File: src/rtl/calc_sequencer_pkg.sv
// calc_sequencer_pkg: state encodings, flag bit indices and progress LED patterns
package calc_sequencer_pkg;
    localparam logic [2:0] S_IDLE   = 3'd0;
    localparam logic [2:0] S_WITH_A = 3'd1;
    localparam logic [2:0] S_WITH_B = 3'd2;
    localparam logic [2:0] S_EXEC   = 3'd3;
    localparam logic [2:0] S_RESULT = 3'd4;
    localparam logic [2:0] S_ERROR  = 3'd5;
    localparam int F_ZERO  = 0;
    localparam int F_OVF   = 1;
    localparam int F_CARRY = 2;
    localparam logic [3:0] LED_IDLE   = 4'b0001;
    localparam logic [3:0] LED_WITH_A = 4'b0011;
    localparam logic [3:0] LED_WITH_B = 4'b0111;
    localparam logic [3:0] LED_EXEC   = 4'b0111;
    localparam logic [3:0] LED_RESULT = 4'b1111;
    localparam logic [3:0] LED_ERROR  = 4'b1001;
    function automatic logic [3:0] stage_pattern(input logic [2:0] s);
        return s == S_WITH_A ? LED_WITH_A :
               s == S_WITH_B ? LED_WITH_B :
               s == S_EXEC   ? LED_EXEC   :
               s == S_RESULT ? LED_RESULT :
               s == S_ERROR  ? LED_ERROR  : LED_IDLE;
    endfunction
endpackage

File: src/rtl/calc_sequencer_if.sv
// calc_sequencer_if: operand/start/done handshake between the sequencer and the ALU
interface calc_sequencer_if #(parameter int WIDTH = 8, parameter int OPW = 4);
    logic [WIDTH-1:0] alu_a;
    logic [WIDTH-1:0] alu_b;
    logic [OPW-1:0]   alu_op;
    logic             alu_start;
    logic             alu_done;
    logic [WIDTH-1:0] alu_result;
    logic [2:0]       alu_flags;
    modport master(output alu_a, alu_b, alu_op, alu_start, input alu_done, alu_result, alu_flags);
    modport slave(input alu_a, alu_b, alu_op, alu_start, output alu_done, alu_result, alu_flags);
endinterface

File: src/rtl/calc_sequencer_rise_detect.sv
// calc_sequencer_rise_detect: Enter rising-edge detector; history resets high so a held button is not a press
module calc_sequencer_rise_detect (
    input  logic clock,
    input  logic reset_n,
    input  logic level,
    output logic rise
);
    logic level_q;
    always_ff @(posedge clock) begin
        if (!reset_n) level_q <= 1'b1;
        else level_q <= level;
    end
    assign rise = level & ~level_q;
endmodule

File: src/rtl/calc_sequencer.sv
// calc_sequencer: captures A, B and opcode on Enter presses, runs the ALU handshake, latches result/flags
module calc_sequencer
    import calc_sequencer_pkg::*;
#(
    parameter int WIDTH      = 8,
    parameter int OPW        = 4,
    parameter int CHAIN_MODE = 1,
    parameter int TIMEOUT    = 16
) (
    input  logic                 clock,
    input  logic                 reset_n,
    input  logic [WIDTH-1:0]     data_in,
    input  logic [OPW-1:0]       op_in,
    input  logic                 enter,
    input  logic                 clear,
    calc_sequencer_if.master     alu,
    output logic [WIDTH-1:0]     result,
    output logic [2:0]           flags,
    output logic                 show_a,
    output logic                 show_b,
    output logic                 show_r,
    output logic [3:0]           stage_leds,
    output logic                 busy,
    output logic                 error
);
    localparam int CW = TIMEOUT == 0 ? 1 : $clog2(TIMEOUT + 1);
    localparam logic [CW-1:0] LAST = CW'(TIMEOUT == 0 ? 0 : TIMEOUT - 1);
    logic [2:0]    state;
    logic [CW-1:0] counter;
    logic          rise;
    logic          kill;
    calc_sequencer_rise_detect u_rise (
        .clock  (clock),
        .reset_n(reset_n),
        .level  (enter),
        .rise   (rise)
    );
    // clear, leaving ERROR and illegal encodings all return to a zeroed IDLE
    assign kill = clear || state > S_ERROR || (state == S_ERROR && rise);
    always_ff @(posedge clock) begin
        if (!reset_n || kill) begin
            state         <= S_IDLE;
            alu.alu_a     <= '0;
            alu.alu_b     <= '0;
            alu.alu_op    <= '0;
            alu.alu_start <= 1'b0;
            result        <= '0;
            flags         <= '0;
            counter       <= '0;
        end else begin
            alu.alu_start <= 1'b0;
            case (state)
                S_IDLE: if (rise) begin
                    alu.alu_a <= data_in;
                    state     <= S_WITH_A;
                end
                S_WITH_A: if (rise) begin
                    alu.alu_b <= data_in;
                    state     <= S_WITH_B;
                end
                S_WITH_B: if (rise) begin
                    alu.alu_op    <= op_in;
                    alu.alu_start <= 1'b1;
                    counter       <= '0;
                    state         <= S_EXEC;
                end
                S_EXEC: if (alu.alu_done) begin
                    result <= alu.alu_result;
                    flags  <= alu.alu_flags;
                    state  <= S_RESULT;
                end else if (TIMEOUT != 0 && counter == LAST) begin
                    state <= S_ERROR;
                end else begin
                    counter <= counter + 1'b1;
                end
                S_RESULT: if (rise) begin
                    alu.alu_a <= CHAIN_MODE != 0 ? result : data_in;
                    alu.alu_b <= '0;
                    state     <= S_WITH_A;
                end
                default: ;
            endcase
        end
    end
    assign busy       = state == S_EXEC;
    assign error      = state == S_ERROR;
    assign show_a     = state inside {S_WITH_A, S_WITH_B, S_EXEC, S_RESULT};
    assign show_b     = state inside {S_WITH_B, S_EXEC, S_RESULT};
    assign show_r     = state == S_RESULT;
    assign stage_leds = stage_pattern(state);
endmodule

File: src/flat_wrapper.sv
// flat-port wrapper written by rule: the top's interface ports become plain ports
module calc_sequencer_flat import calc_sequencer_pkg::*;
#(
    parameter int WIDTH      = 8,
    parameter int OPW        = 4,
    parameter int CHAIN_MODE = 1,
    parameter int TIMEOUT    = 16
)
  (clock, reset_n, data_in, op_in, enter, clear, result, flags, show_a, show_b, show_r, stage_leds, busy, error, alu_alu_a, alu_alu_b, alu_alu_op, alu_alu_start, alu_alu_done, alu_alu_result, alu_alu_flags);
  calc_sequencer_if #(.WIDTH(WIDTH), .OPW(OPW)) alu_i ();
  input  logic clock;
  input  logic reset_n;
  input  logic [WIDTH-1:0] data_in;
  input  logic [OPW-1:0] op_in;
  input  logic enter;
  input  logic clear;
  output logic [WIDTH-1:0] result;
  output logic [2:0] flags;
  output logic show_a;
  output logic show_b;
  output logic show_r;
  output logic [3:0] stage_leds;
  output logic busy;
  output logic error;
  output wire logic [$bits(alu_i.alu_a)-1:0] alu_alu_a;
  output wire logic [$bits(alu_i.alu_b)-1:0] alu_alu_b;
  output wire logic [$bits(alu_i.alu_op)-1:0] alu_alu_op;
  output wire logic [$bits(alu_i.alu_start)-1:0] alu_alu_start;
  input wire logic [$bits(alu_i.alu_done)-1:0] alu_alu_done;
  input wire logic [$bits(alu_i.alu_result)-1:0] alu_alu_result;
  input wire logic [$bits(alu_i.alu_flags)-1:0] alu_alu_flags;
  assign alu_alu_a = alu_i.alu_a;
  assign alu_alu_b = alu_i.alu_b;
  assign alu_alu_op = alu_i.alu_op;
  assign alu_alu_start = alu_i.alu_start;
  assign alu_i.alu_done = alu_alu_done;
  assign alu_i.alu_result = alu_alu_result;
  assign alu_i.alu_flags = alu_alu_flags;
  calc_sequencer #(.WIDTH(WIDTH), .OPW(OPW), .CHAIN_MODE(CHAIN_MODE), .TIMEOUT(TIMEOUT)) u_core (.clock(clock), .reset_n(reset_n), .data_in(data_in), .op_in(op_in), .enter(enter), .clear(clear), .alu(alu_i), .result(result), .flags(flags), .show_a(show_a), .show_b(show_b), .show_r(show_r), .stage_leds(stage_leds), .busy(busy), .error(error));
endmodule
File: config.mk
export PLATFORM = sky130hd
export DESIGN_NAME = calc_sequencer_flat
export DESIGN_NICKNAME = d
export VERILOG_FILES = /design/src/rtl/calc_sequencer_pkg.sv /design/src/rtl/calc_sequencer_if.sv /design/src/rtl/calc_sequencer_rise_detect.sv /design/src/rtl/calc_sequencer.sv /design/src/flat_wrapper.sv
export SDC_FILE = /design/constraint.sdc
export NUM_CORES = 1
export LEC_CHECK = 0
export ABC_AREA = 1
export CORE_MARGIN = 3
export CORE_UTILIZATION = 40
export CTS_CLUSTER_DIAMETER = 120
export CTS_CLUSTER_SIZE = 28
export DETAILED_ROUTE_END_ITERATION = 10
export GPL_TIMING_DRIVEN = 0
export PLACE_DENSITY = 0.87
export SLEW_MARGIN = 20
export SYNTH_ARGS = -nofsm -noshare
export SYNTH_HDL_FRONTEND = slang
export SYNTH_SLANG_ARGS = --single-unit
File: constraint.sdc
create_clock -name clock -period 1.45 [get_ports clock]
set_clock_uncertainty 0.05 [all_clocks]
set_input_delay 0.3625 -clock clock [delete_from_list [all_inputs] [get_ports clock]]
set_output_delay 0.3625 -clock clock [all_outputs]
set_load 0.02 [all_outputs]
==> results of run 1 <==
[registers in the layout, summed over array words and instances (netlist names)]
signal / flops
u_core.u_rise.level_q: 1
u_core.alu.alu_op: 4
u_core.alu.alu_a: 8
u_core.alu.alu_b: 8
u_core.flags: 3
u_core.counter: 5
u_core.state: 3
u_core.result: 8
u_core.alu.alu_start: 1
[metal layers]
metal,wire [µm],track usage,share of wire
met3,386,0.05207,0.067
met5,0,0,0
met2,3059,0.3678,0.53
met1,2241,0.2255,0.39
met4,47,0.05929,0.0082
[cell usage in the layout, fill, tap and decap left out, types with 2 or more instances in the layout]
master / instances
nand2_1: 71
dfxtp_1: 36
clkdlybuf4s50_1: 27
dlygate4sd2_1: 26
buf_4: 25
nor2_1: 24
a21oi_1: 21
o21ai_1: 16
inv_1: 14
nand3_1: 14
buf_6: 10
nor2_4: 7
nand2_2: 7
inv_4: 6
clkbuf_8: 6
nand2_4: 5
inv_2: 4
clkdlybuf4s15_1: 4
nand3_2: 3
clkbuf_2: 3
dfxtp_4: 3
buf_8: 2
xor2_1: 2
a21oi_2: 2
o21ai_0: 2
ha_4: 2
dfxtp_2: 2
[tightest hold or removal path: stages, from the launching register on]
cell and delay, ns:
dfxtp_1 0.31, nand2_1 0.06, nand2_1 0.04
[cell type report]
cell class / instances / share of cell area
plain buffers: 10 / 0.03195
clock buffers: 6 / 0.02739
clock inverters: 2 / 0.004564
inverters: 25 / 0.03859
multi-input cells: 186 / 0.3365
flip-flops and latches: 41 / 0.2768
well taps: 52 / 0.02158
repair buffers: 88 / 0.2627
[power breakdown]
part	internal (mW)	switching [mW]	total, mW
Clock	0.386	0.408	0.794
Sequential	1.13	0.0106	1.14
Combinational	0.140	0.139	0.279
Total	1.66	0.558	2.21
[stage by stage]
step / hold slack [ns] / std cells / cell area [µm²] / setup WS, ns
finish: 0.3934 / 410 / 3015 / -0.2083
global route: 0.4349 / 410 / 3015 / -0.2436
CTS: 0.3952 / 398 / 2856 / -0.2267
detailed placement: 0.3877 / 381 / 2633 / -0.5846
global placement: 0.3781 / 381 / 2633 / -0.5641
floorplan: 0.3813 / 262 / 1897 / -0.01265
[cells by family (layout without fill, tap and decap cells)]
kind of cell,after synthesis,after routing
xor gates and xnor gates,2,2
DFF,41,41
adders and majority gates,2,2
other,1,1
buffers and inverters,35,131
and+or+nand+nor,135,135
AOI/OAI and AO/OA,46,46
[worst paths after layout]
kind | start | cells past startpoint | slack, ns | end
setup / recovery | u_core.state[1]$_SDFFE_PP0P_ | 5 | -0.21 | show_b
hold / removal | u_core.alu.alu_op[1]$_SDFFE_PP0P_ | 2 | 0.39 | u_core.alu.alu_op[1]$_SDFFE_PP0P_
setup reg to reg | u_core.state[2]$_SDFFE_PP0P_ | 7 | -0.08 | u_core.state[1]$_SDFFE_PP0P_
hold reg to reg | u_core.alu.alu_op[1]$_SDFFE_PP0P_ | 2 | 0.39 | u_core.alu.alu_op[1]$_SDFFE_PP0P_
[timing repair]
action,4_1_cts,5_1_grt
gates resized for setup,113,28
hold buffers,0,0
endpoints found under the setup margin,79,53
pin swaps,7,4
buffers inserted,9,12
==> flow_summary.toml, run 1 <==
[logic_synthesis]
synth_seq_cells = 41
syn_area_um2 = 1884
seq_area_frac_synth = 0.4356
avgSynthCellArea_um2 = 7.192
ys_async_sr_fraction = 0
ys_warn_count = 0
yosys.area.top_type = "dfxtp_1"
synth-simple-area-share = 0.3174
synth-edff-count = 0
ys.flop_type = "dfxtp_1"
synth_common_cells = "nand2_1, dfxtp_1, nor2_1"
synth_compound_area_frac = 0.1321
synth.most_common_cell = "nand2_1"
synthMuxAreaShare = 0
synthXorXnorAreaFrac = 0.009296
netlist.area_leader.share = 0.4356
yosysUniqueCellTypes = 29
synth_top_family_by_area = "simple AND/OR/NAND/NOR gates"
synth_nets = 292
postSynthCellCount = 262
synth.area.top_cells = "dfxtp_1, nand2_1, a21oi_1"
synthAdderAreaFrac = 0.01328

[setup_path]
cp_slowest_stage_delay_ns = 0.39
start_kind = "flip-flop"
crit_required_ns = 1.04
cp_num_buf_inv = 2
cp_cell_sequence = "nor2_4 > nand2_4 > buf_8 > o21ai_2 > buf_6"
cp.arrival_ns = 1.25
critPathTopFamily = "flip-flops"
worst-setup-path-type = "flip-flop to primary output"
path_max_fanout = 6
end_kind = "primary output"
cp_slowest_cell = "dfxtp_4"

[floorplanning]
chipWidth_um = 74.64
die_area_um2 = 5570
fp-row-count = 24
initial_core_util = 0.4240
top_level_ports = 69
core_um2 = 4444
die_h_um = 74.64

[global_routing]
grt_pass1_wl_um = 8604
grt_usage = 0.1997
grt_max_degree = 14
first_global_vias = 1970
antenna_found_initial = 0
overflow = 0

[run_status]
violations = "setup timing"
status = "finished with violations"

[pwr]
total_power_mw = 2.215
ir_drop_uv = 469.9
powerDensity_nw_per_um2 = 734.5
power_leakage_nw = 1.499

[finish]
fillers = 356
post-route-util = 0.6785
drive_above_1_share = 0.2682
multi_input_area_um2 = 1015
n_antenna_cell = 0
nNetsFinal = 387
syn_to_final_growth_pct = 60.03
seq_area_um2 = 834.6

[drt]
drt_wl_total_um = 5735
drtIter0Drc = 215
wl_per_cell_um = 13.99
first_pass_iters = 5
drtAntennaViolNets = 0
routed_via_density = 5.083
drc = 0
num_vias = 2084

[timing]
setup_slack_ns = -0.2083
hold_violations = 0
fin_crit_ns = 1.658
finalMaxSlewViolations = 0
rsz0062_at_grt = "yes"
finalCritPeriodShare = 1.144
final-setup-viol-count = 46
clock.fmax_mhz = 603.0
tns_ns = -4.268

[clock_network]
insertion_delay_ns = 0.30
cts_buffer_depth = 2
cts_tree = "done"
clock_sinks = 41
cts_buffers = 5
clkSlewWorstSetupHoldPaths_ns = 0.09
htreeDepth = 2
root_buffer = "clkbuf_8"

[placement]
dp_hpwl_um = 3698
port_buffers = 67
gp_congestion = 0.8352

[run]
cap_violations = 0

[hold_path]
hp-class = "flip-flop to flip-flop"
(Power assumes the default switching activity.)
==> run 2: changes to the inputs <==
--- a/constraint.sdc
+++ b/constraint.sdc
@@ -3,3 +3,3 @@
 set_input_delay 0.3625 -clock clock [delete_from_list [all_inputs] [get_ports clock]]
 set_output_delay 0.3625 -clock clock [all_outputs]
-set_load 0.02 [all_outputs]
+set_load 0.01 [all_outputs]
==> flow_summary.toml, run 2 (synthesis gave the netlist of run 1 again) <==
[timing]
hold_violations = 0
finalCritPeriodShare = 1.150
setup_slack_ns = -0.2180
tns_ns = -1.423
finalMaxSlewViolations = 0
rsz0062_at_grt = "yes"
final-setup-viol-count = 22
clock.fmax_mhz = 599.5
fin_crit_ns = 1.668

[clock_network]
cts_buffer_depth = 2
clock_sinks = 41
insertion_delay_ns = 0.30
clkSlewWorstSetupHoldPaths_ns = 0.07
htreeDepth = 2
cts_buffers = 5
cts_hold_buf = 0
root_buffer = "clkbuf_8"
cts_tree = "done"

[setup_path]
worst-setup-path-type = "flip-flop to primary output"
path_max_fanout = 7
crit_required_ns = 1.04
cp_num_buf_inv = 2
cp_slowest_cell = "dfxtp_4"
cp.arrival_ns = 1.26
critPathTopFamily = "flip-flops"
start_kind = "flip-flop"
worstSetupStartpoint = "u_core.state[1]$_SDFFE_PP0P_"
worstReg2RegStart = "u_core.counter[0]$_SDFFE_PP0P_"
end_kind = "primary output"
cp_slowest_stage_delay_ns = 0.39
cp_cell_sequence = "nor2_4 > nand2_4 > buf_6 > nand2_1 > buf_2"

[hold_path]
hp-start = "enter"
hp-class = "primary input to flip-flop"

[finish]
top_regs = "u_core.alu.alu_a (8), u_core.alu.alu_b (8), u_core.result (8)"
final-instance-count-excl-fill = 411
drive_above_1_share = 0.2674
multi_input_area_um2 = 1047
seq_area_um2 = 835.8
layout_commonest_cell = "nand2_1"
syn_to_final_growth_pct = 60.29
nNetsFinal = 388
fillers = 357
stdcell_area_um2 = 3020
n_antenna_cell = 0
layout_common_cells = "nand2_1, dfxtp_1, dlygate4sd2_1"

[drt]
routed_via_density = 5.161
wl_per_cell_um = 14.08
drtAntennaViolNets = 0
drt_wl_total_um = 5788
num_vias = 2121
drc = 0
drtIter0Drc = 182
first_pass_iters = 4

[placement]
dp_hpwl_um = 3751
post_dp_cell_area_um2 = 2648
port_buffers = 67
gp_congestion = 0.8086
place_worst_setup_slack_ns = -0.5276
dp.cells = 381

[run_status]
status = "finished with violations"
violations = "setup timing"

[global_routing]
antenna_found_initial = 0
first_global_vias = 1977
grt_max_degree = 12
grt_pass1_wl_um = 8728
grt_usage = 0.2009
overflow = 0

[floorplanning]
initial_core_util = 0.4240
chipWidth_um = 74.64
top_level_ports = 69
fp-row-count = 24
die_area_um2 = 5570
die_h_um = 74.64
core_um2 = 4444

[pwr]
power_leakage_nw = 1.522
powerDensity_nw_per_um2 = 702.0
ir_drop_uv = 484.8

[run]
cap_violations = 0
run 2: power by group:
part / total [mW] / internal, mW / switching, mW
clock network: 0.712 / 0.342 / 0.371
registers: 1.14 / 1.13 / 0.00954
logic: 0.267 / 0.137 / 0.130
run 2: area by class of cell:
| cell class | count | area share |
|---|---|---|
| buffer | 9 | 0.02568 |
| clock buffer | 8 | 0.02651 |
| inverter | 25 | 0.03853 |
| multi-input combinational | 186 | 0.3467 |
| sequential | 41 | 0.2767 |
| tap | 52 | 0.02154 |
| timing repair buffer | 90 | 0.2643 |
run 2: repair_timing:
item,4_1_cts,5_1_grt
pin swaps,10,8
setup buffers,14,9
endpoints found under the setup margin,69,48
gates resized for setup,98,29
run 2: tightest hold or removal path, stage by stage:
cell	delay, ns
dlymetal6s2s_1	0.10
inv_2	0.05
nand2_1	0.05
run 2: metal layers:
layer	track usage	vias to the layer above	share of wire
met2	0.3434	96	0.51
met1	0.2340	995	0.40
met3	0.06943	9	0.082
li1	-	1021	-
met5	0	-	0
met4	0.07115	0	0.011
run 2: worst paths after layout:
check	end	slack, ns	cells after the start
max	show_a	-0.22	5
min reg2reg	u_core.alu.alu_op[1]$_SDFFE_PP0P_	0.39	2
min	u_core.u_rise.level_q$_SDFF_PN1_	0.25	3
max reg2reg	u_core.state[2]$_SDFFE_PP0P_	-0.06	8
run 2: stage by stage:
stage / total power [mW] / utilization / hold WS (ns)
finish: 2.120 / 0.6796 / 0.2490
global route: 2.198 / 0.6796 / 0.2674
CTS: 2.096 / 0.6441 / 0.3984
detailed placement: 1.397 / 0.5957 / 0.3880
global placement: 1.394 / 0.5957 / 0.3791
floorplan: 1.268 / - / 0.3813
